==> config.mk <==
export PLATFORM = sky130hd
export DESIGN_NAME = cat_fifo_nch
export DESIGN_NICKNAME = d
export VERILOG_FILES = /design/src/rtl/cat_fifo_nch.sv
export SDC_FILE = /design/constraint.sdc
export NUM_CORES = 1
export LEC_CHECK = 0
export CAP_MARGIN = 20
export CORE_ASPECT_RATIO = 0.8
export CORE_MARGIN = 5
export CORE_UTILIZATION = 40
export DETAILED_ROUTE_END_ITERATION = 8
export DONT_BUFFER_PORTS = 1
export PLACE_DENSITY = 0.56
export RECOVER_POWER = 25
export SYNTH_ARGS = -nofsm -noshare
export SYNTH_HDL_FRONTEND = slang
export SYNTH_SLANG_ARGS = --single-unit
==> constraint.sdc <==
create_clock -name clk_in -period 6.35 [get_ports clk_in]
set_input_delay 0.635 -clock clk_in [delete_from_list [all_inputs] [get_ports clk_in]]
set_output_delay 0.635 -clock clk_in [all_outputs]
set_load 0.02 [all_outputs]
==> src/rtl/cat_fifo_nch.sv <==
// Ping-pong concatenation buffer: NumCh channels each fill one segment of a vector,
// and the completed vector drains as fixed-width read chunks while the next one fills.
module cat_fifo_nch #(
    parameter int unsigned NBits            = 8,
    parameter int unsigned NumCh            = 2,
    parameter int unsigned ChElements       = 4,
    parameter int unsigned ElementsPerWrite = 2,
    parameter int unsigned ElementsPerRead  = 4
) (
    input  logic                                               clk_in,
    input  logic                                               rst_in,
    input  logic [NumCh-1:0]                                   wr_en,
    input  logic [NumCh-1:0][ElementsPerWrite-1:0][NBits-1:0]  wr_data,
    output logic [NumCh-1:0]                                   wr_ready,
    input  logic                                               rd_en,
    output logic [ElementsPerRead-1:0][NBits-1:0]              rd_data,
    output logic                                               cat_valid,
    output logic                                               rd_last,
    output logic                                               wr_overflow,
    output logic                                               rd_underflow
);

    localparam int unsigned Total    = NumCh * ChElements;
    localparam int unsigned WrBeats  = ChElements / ElementsPerWrite;
    localparam int unsigned RdChunks = Total / ElementsPerRead;
    localparam int unsigned Depth    = 2 * Total;
    localparam int unsigned AW       = $clog2(Depth);
    localparam int unsigned WpW      = $clog2(WrBeats) + 1;
    localparam int unsigned RpW      = $clog2(RdChunks) + 1;

    localparam logic [0:0] WrFill  = 1'b0;
    localparam logic [0:0] WrHold  = 1'b1;
    localparam logic [0:0] RdIdle  = 1'b0;
    localparam logic [0:0] RdDrain = 1'b1;

    logic [0:0]                 wr_state_q, wr_state_d;
    logic [0:0]                 rd_state_q, rd_state_d;
    logic                       bank_q, bank_d;
    logic [NumCh-1:0][WpW-1:0]  wr_ptr_q, wr_ptr_d;
    logic [NumCh-1:0]           done_q, done_d;
    logic [RpW-1:0]             rd_ptr_q, rd_ptr_d;
    logic                       ovf_q, ovf_d;
    logic                       unf_q, unf_d;
    logic [NumCh-1:0]           wr_acc;
    logic                       all_done;
    logic                       swap;
    logic [NumCh-1:0][AW-1:0]   wr_addr;
    logic [AW-1:0]              rd_addr;
    logic [NBits-1:0]           mem_q [Depth];

    assign cat_valid    = (rd_state_q == RdDrain);
    assign rd_last      = cat_valid && (rd_ptr_q == RpW'(RdChunks - 1));
    assign wr_ready     = ~done_q;
    assign wr_overflow  = ovf_q;
    assign rd_underflow = unf_q;

    always_comb begin
        wr_acc   = wr_en & ~done_q;
        wr_ptr_d = wr_ptr_q;
        done_d   = done_q;
        for (int c = 0; c < int'(NumCh); c++) begin
            if (wr_acc[c]) begin
                if (wr_ptr_q[c] == WpW'(WrBeats - 1)) begin
                    done_d[c]   = 1'b1;
                    wr_ptr_d[c] = '0;
                end else begin
                    wr_ptr_d[c] = wr_ptr_q[c] + 1'b1;
                end
            end
        end
        all_done = &done_d;
        // Swap may coincide with the last write beat and/or the final read of the old vector.
        swap = ((wr_state_q == WrHold) || all_done) &&
               ((rd_state_q == RdIdle) || (rd_en && rd_last));

        wr_state_d = all_done ? WrHold : WrFill;
        bank_d     = bank_q;
        if (swap) begin
            wr_state_d = WrFill;
            done_d     = '0;
            wr_ptr_d   = '0;
            bank_d     = !bank_q;
        end

        rd_state_d = rd_state_q;
        rd_ptr_d   = rd_ptr_q;
        if ((rd_state_q == RdDrain) && rd_en) begin
            if (rd_last) begin
                rd_ptr_d   = '0;
                rd_state_d = RdIdle;
            end else begin
                rd_ptr_d = rd_ptr_q + 1'b1;
            end
        end
        if (swap) begin
            rd_state_d = RdDrain;
            rd_ptr_d   = '0;
        end

        ovf_d = ovf_q | (|(wr_en & done_q));
        unf_d = unf_q | (rd_en & ~cat_valid);
    end

    always_comb begin
        for (int c = 0; c < int'(NumCh); c++) begin
            wr_addr[c] = AW'(32'(bank_q) * Total + 32'(c) * ChElements
                             + 32'(wr_ptr_q[c]) * ElementsPerWrite);
        end
        rd_addr = AW'(32'(!bank_q) * Total + 32'(rd_ptr_q) * ElementsPerRead);
        for (int e = 0; e < int'(ElementsPerRead); e++) begin
            rd_data[e] = mem_q[rd_addr + AW'(e)];
        end
    end

    always_ff @(posedge clk_in) begin
        if (rst_in) begin
            wr_state_q <= WrFill;
            rd_state_q <= RdIdle;
            bank_q     <= 1'b0;
            wr_ptr_q   <= '0;
            done_q     <= '0;
            rd_ptr_q   <= '0;
            ovf_q      <= 1'b0;
            unf_q      <= 1'b0;
        end else begin
            wr_state_q <= wr_state_d;
            rd_state_q <= rd_state_d;
            bank_q     <= bank_d;
            wr_ptr_q   <= wr_ptr_d;
            done_q     <= done_d;
            rd_ptr_q   <= rd_ptr_d;
            ovf_q      <= ovf_d;
            unf_q      <= unf_d;
        end
    end

    // Storage is never cleared; unread contents are simply overwritten.
    always_ff @(posedge clk_in) begin
        for (int c = 0; c < int'(NumCh); c++) begin
            for (int e = 0; e < int'(ElementsPerWrite); e++) begin
                if (wr_acc[c] && !rst_in) begin
                    mem_q[wr_addr[c] + AW'(e)] <= wr_data[c][e];
                end
            end
        end
    end

endmodule

# Yosys cells after proc, flatten, opt, wreduce, memory -nomap -nowiden
# Memories as Yosys holds them, arrays and structs flattened.
# Index checks and enable logic that the tools add are counted.
[totals] regBits=13 ramBits=128 in_bits=37 out_inout_bits=38 word_cells=63 mem_count=1
[memory_table] name="mem_q" words=16 word_bits=8 read_ports=4 rd_clocked_by_memory_dff=0 write_ports=4 line="49" source="logic [NBits-1:0] mem_q [Depth];"
[op_classes] n_addsub=12 eq_ne=3 mux=15 n_bitwise=7 n_reduce_logical=16
[op_table] operator="adder 4 x 1 -> 4 bit, second input constant" n=3
[op_table] operator="two-way mux 1 bit" n=12
[op_table] operator="adder 4 x 2 -> 4 bit, second input constant" n=2
[op_table] operator="adder 4 x 3 -> 4 bit" n=2
[op_table] operator="adder 2 x 1 -> 2 bit, second input constant" n=3
[op_table] operator="== test 2 x 1 -> 1 bit, second input constant" n=3
[op_table] operator="logical AND 1 bit" n=6
[op_table] operator="two-way mux 2 bit" n=3
[op_table] operator="adder 4 x 3 -> 4 bit, second input constant" n=1
[op_table] operator="adder 4 bit" n=1
[op_table] operator="AND 2 bit" n=2
[op_table] operator="AND reduction 2 bit" n=2
[op_table] operator="nonzero test 2 bit" n=2
[op_table] operator="OR reduction 2 bit" n=2
[op_table] operator="logical NOT 1 bit" n=2
[op_table] operator="logical OR 1 bit" n=2
[op_table] operator="inverter 2 bit" n=1
[op_table] operator="OR 1 bit" n=2
[op_table] operator="AND 1 bit" n=1
[op_table] operator="inverter 1 bit" n=1

# Longest topological paths before layout
[logic_depth] ltp_word=8 mapped_depth=6 mapped_depth_nobuf=4

# Worst setup path before layout
# OpenSTA, ideal clock, no wires.
[synth_path] path_type="in2reg" start="input port rst_in" end="memory mem_q[4][0], enable pin" setup_time_ns=0.414 arrival_time_ns=2.281 required_ns=5.936 slack_ns=3.655 path_stages=4 path_buffers=1 cell_sequence="clkbuf_1 > nor2_1 > nand2_1 > o31ai_1"
[synth_lines] element="from (decl)" line="11" source="input logic rst_in,"
[synth_lines] element="to (decl)" line="49"

==> summary.md <==
Clock skew after layout: 0.00473 ns. The total via count in the routed design is 3,592, and the worst hold slack after final layout is 0.279 ns. The share of async-settable or async-resettable flops after synthesis is 0. The tools report the startpoint of the worst hold path as rst_in.

The global-route wire length before repair is 23,800 µm, and the sum of routed wire length over all layers is 15,900 µm. The count of TritonRoute iterations in the first routing pass is 4, and the I/O pin total is 75. The largest vdd supply drop is 0.189 mV, and the fraction of power consumed by combinational cells is 0.075. Worst setup slack for register-to-register paths: 3.26 ns.

The tools report the number of global-route vias before repair as 3,762. The final hold violation count was 0. The clock transition at the registers of the reported paths was 0.06 ns; the number of vias per cell was 5.63. Summed over all cells, the static leakage comes to 0.00249 µW. The capturing element type of the critical path is a flip-flop.

By area the synthesized netlist is led by sky130_fd_sc_hd__edfxtp_1 (56%), sky130_fd_sc_hd__mux2_2 (21%), sky130_fd_sc_hd__mux4_2 (11%), sky130_fd_sc_hd__dfxtp_1 (3.8%), sky130_fd_sc_hd__buf_2 (0.80%). At the end of routability-driven placement, the weighted congestion stood at 0.711. Averaged over all synthesized cells, the footprint is 17.3 µm². The run gives 0.0425 as the headroom to the max-slew limit. After synthesis the cells add up to 6850 µm².

The later-pin clock latency in the skew report was 0.42 ns; the worst hold path cell count was 1. Port buffering added 0 buffers. The initial antenna violation count was 0; the proportion of layout cells with a drive suffix above 1 was 0.495. Data on the critical path is required at its endpoint by 6.46 ns. The switching share of power was 0.214. Setup repair after global routing left no endpoint under its margin. The share of the yosys chip area belonging to registers was 0.599.

The remaining routing DRC violations is 0. Setup violations remaining at the end of the flow were counted as 0. For the placed instance area, the log shows 7110 µm². The worst setup path is launched from a flip-flop. CTS placed an instance of sky130_fd_sc_hd__clkbuf_16 at the clock tree root. The H-tree generated during clock tree synthesis spans 4 levels.

The logs give 397 for the gate count after technology mapping and 1730 µW for the internal cell power. Leaving out fill and tap cells, the most frequent cells in the layout are sky130_fd_sc_hd__mux2_2 (128), sky130_fd_sc_hd__edfxtp_1 (128), sky130_fd_sc_hd__mux4_2 (32), sky130_fd_sc_hd__clkbuf_16 (21), sky130_fd_sc_hd__nand2_1 (13). The fraction of power consumed by sequential logic was 0.484.

Total power after layout: 2200 µW. The critical path is of the reg2reg type. The count of flip-flops with a built-in enable after synthesis is 128. Synthesis inferred 141 register bits. For the pin with the worst max-slew slack, the measured transition is 1.42 ns. The worst path needs 3.09 ns of the cycle, external delays included.

After clock tree synthesis, the flow added hold-fix buffers numbering 0. The number of clock buffers added by TritonCTS is 17. The remaining number of nets flagged by the antenna check after routing is 0. The logs give 324 MHz for the highest achievable clock rate and 247 for the violation count after the first detailed-route iteration. The share of the clock period used by the worst path after layout works out to 0.486.

Compared with the post-synthesis result, the final layout area differs by 11.5%. The die is 156 µm wide. The endpoint of the lowest-slack register-to-register path is mem_q[9][6]$_DFFE_PP_. The number of nets handed over by synthesis was 434. In the final design database the tool counted 442 nets. The global routing usage summed across all routing layers came out at 0.165. The startpoint identified for the worst register-to-register timing path is done_q[1]$_SDFF_PP0_. The areal power density over the cells is 288 nW/µm², and the largest fanout on the critical path is 17.

The average wire per standard cell is 25.0 µm. The clock power share is 0.441. The maximum number of pins on one net before global-route repair was 33.

After clock tree synthesis, the setup repair step added 0 buffers. The total net switching power is 472 µW, and the post-cts sizing count is 0. The region available for standard cell placement spans 16,700 µm². Summed over all layers, the global routing overflow is 0. The tool flagged a number of max-cap violations equal to 0. Counting cells, the worst reg-to-reg path comes to 5.

The clock tree buffer depth came out at 2. Data on the critical path arrives at its endpoint at 3.20 ns. The final cell area excluding filler cells was 7640 µm²; the die area was 19,900 µm². The run finished with clean final reports.

For the core utilization of the finished layout, the log shows 0.457. The tools report the sum of net half-perimeters after detailed placement as 9550 µm. The path with the worst hold slack has its endpoint at bank_q$_SDFFE_PP0P_.

The setup TNS was 0 ns; the share of Yosys cell area claimed by the top area cell type was 0.561. TritonCTS built the clock tree. Summed over all instances, the cell type with the most area after synthesis is sky130_fd_sc_hd__edfxtp_1. The run gives 141 as the number of clock sinks. The number of unique standard cell types used by synthesis is 36. After filler insertion, the fill cell instance count of the layout stands at 1,468. The min-delay analysis places its worst path in the category in2reg. The number of antenna repair diodes is 0, and the count of yosys warnings during synthesis is 0. The max-slew violation count came out at 0. The die is 127 µm tall. The initial cell density of the core came out at 0.410.

Row generation in the floorplan step produced 42 rows. Most used flip-flop cell after synthesis: sky130_fd_sc_hd__edfxtp_1.
==> synth_stat cells (all sizes together) (2+ instances only) <==
library cell	count
nand2	16
dfxtp	13
nand3	2
clkbuf	2
a21o	2
a21oi	5
mux2	128
xor2	2
xnor2	2
edfxtp	128
nand3b	2
and3	4
mux4	32
o21ai	6
nand2b	4
buf	18
nor3	3
a221oi	2
inv	5
nor2	12
==> flip-flops by register name, indices dropped and copies added (netlist names) <==
| register | flops |
|---|---|
| mem_q | 128 |
| wr_ptr_q | 4 |
| done_q | 2 |
| rd_ptr_q | 2 |
| bank_q | 1 |
| cat_valid | 1 |
| rd_underflow | 1 |
| wr_overflow | 1 |
| wr_state_q | 1 |
==> metal layers <==
layer	wire [µm]	track usage	part of all wire
met5	0	0	0
met4	194	0.0510	0.012
met3	953	0.0565	0.060
met2	7580	0.258	0.48
met1	7210	0.219	0.45
==> stage by stage <==
stage	worst slack, ns	std cells
after global placement	3.69	605
after CTS	3.51	638
after detailed placement	3.65	606
after floorplan	3.66	397
final	3.26	638
after global routing	3.13	638
==> critical path, stage by stage, from the launching register on <==
cell and delay, ns:
sky130_fd_sc_hd__dfxtp_1 0.33, sky130_fd_sc_hd__nand2b_1 0.19, sky130_fd_sc_hd__nor3_1 0.36, sky130_fd_sc_hd__nand2_1 0.69, sky130_fd_sc_hd__o21ai_0 0.81, sky130_fd_sc_hd__buf_4 0.40
==> area by class of cell <==
class / count / area [µm²] / share of cell area
sequential: 141 / 4110 / 0.537
multi-input combinational: 231 / 2580 / 0.338
clock buffer: 29 / 566 / 0.0740
tap: 220 / 275 / 0.0360
timing repair buffer: 9 / 75.1 / 0.00983
inverter: 5 / 18.8 / 0.00246
clock inverter: 3 / 16.3 / 0.00213
==> kinds of logic (layout without fill, tap and decap cells) <==
group,count (synthesis),after routing,share of synthesized area
xor gates and xnor gates,4,4,0.00511
muxes,160,160,0.316
and+or+nand+nor,47,47,0.0391
buffers and inverters,25,46,0.0225
DFF,141,141,0.599
AOI/OAI and AO/OA,20,20,0.0190
==> power groups by stage <==
stage / Clock [µW] / Sequential (µW) / Combinational, µW
after detailed placement: 0 / 1090 / 172
after CTS: 993 / 1070 / 173
after floorplan: 0 / 1080 / 138
after global routing: 1040 / 1070 / 179
final: 970 / 1060 / 166
after global placement: 0 / 1080 / 168
==> worst max path at each step <==
stage | start | end
after floorplan | rst_in | mem_q[4][0]$_DFFE_PP_
after global placement | wr_en[1] | mem_q[0][4]$_DFFE_PP_
after detailed placement | wr_en[1] | mem_q[0][6]$_DFFE_PP_
after CTS | bank_q$_SDFFE_PP0P_ | rd_data[12]
after global routing | done_q[1]$_SDFF_PP0_ | mem_q[9][2]$_DFFE_PP_
final | done_q[1]$_SDFF_PP0_ | mem_q[9][6]$_DFFE_PP_
Note: power is estimated with default switching activity, not from simulation.
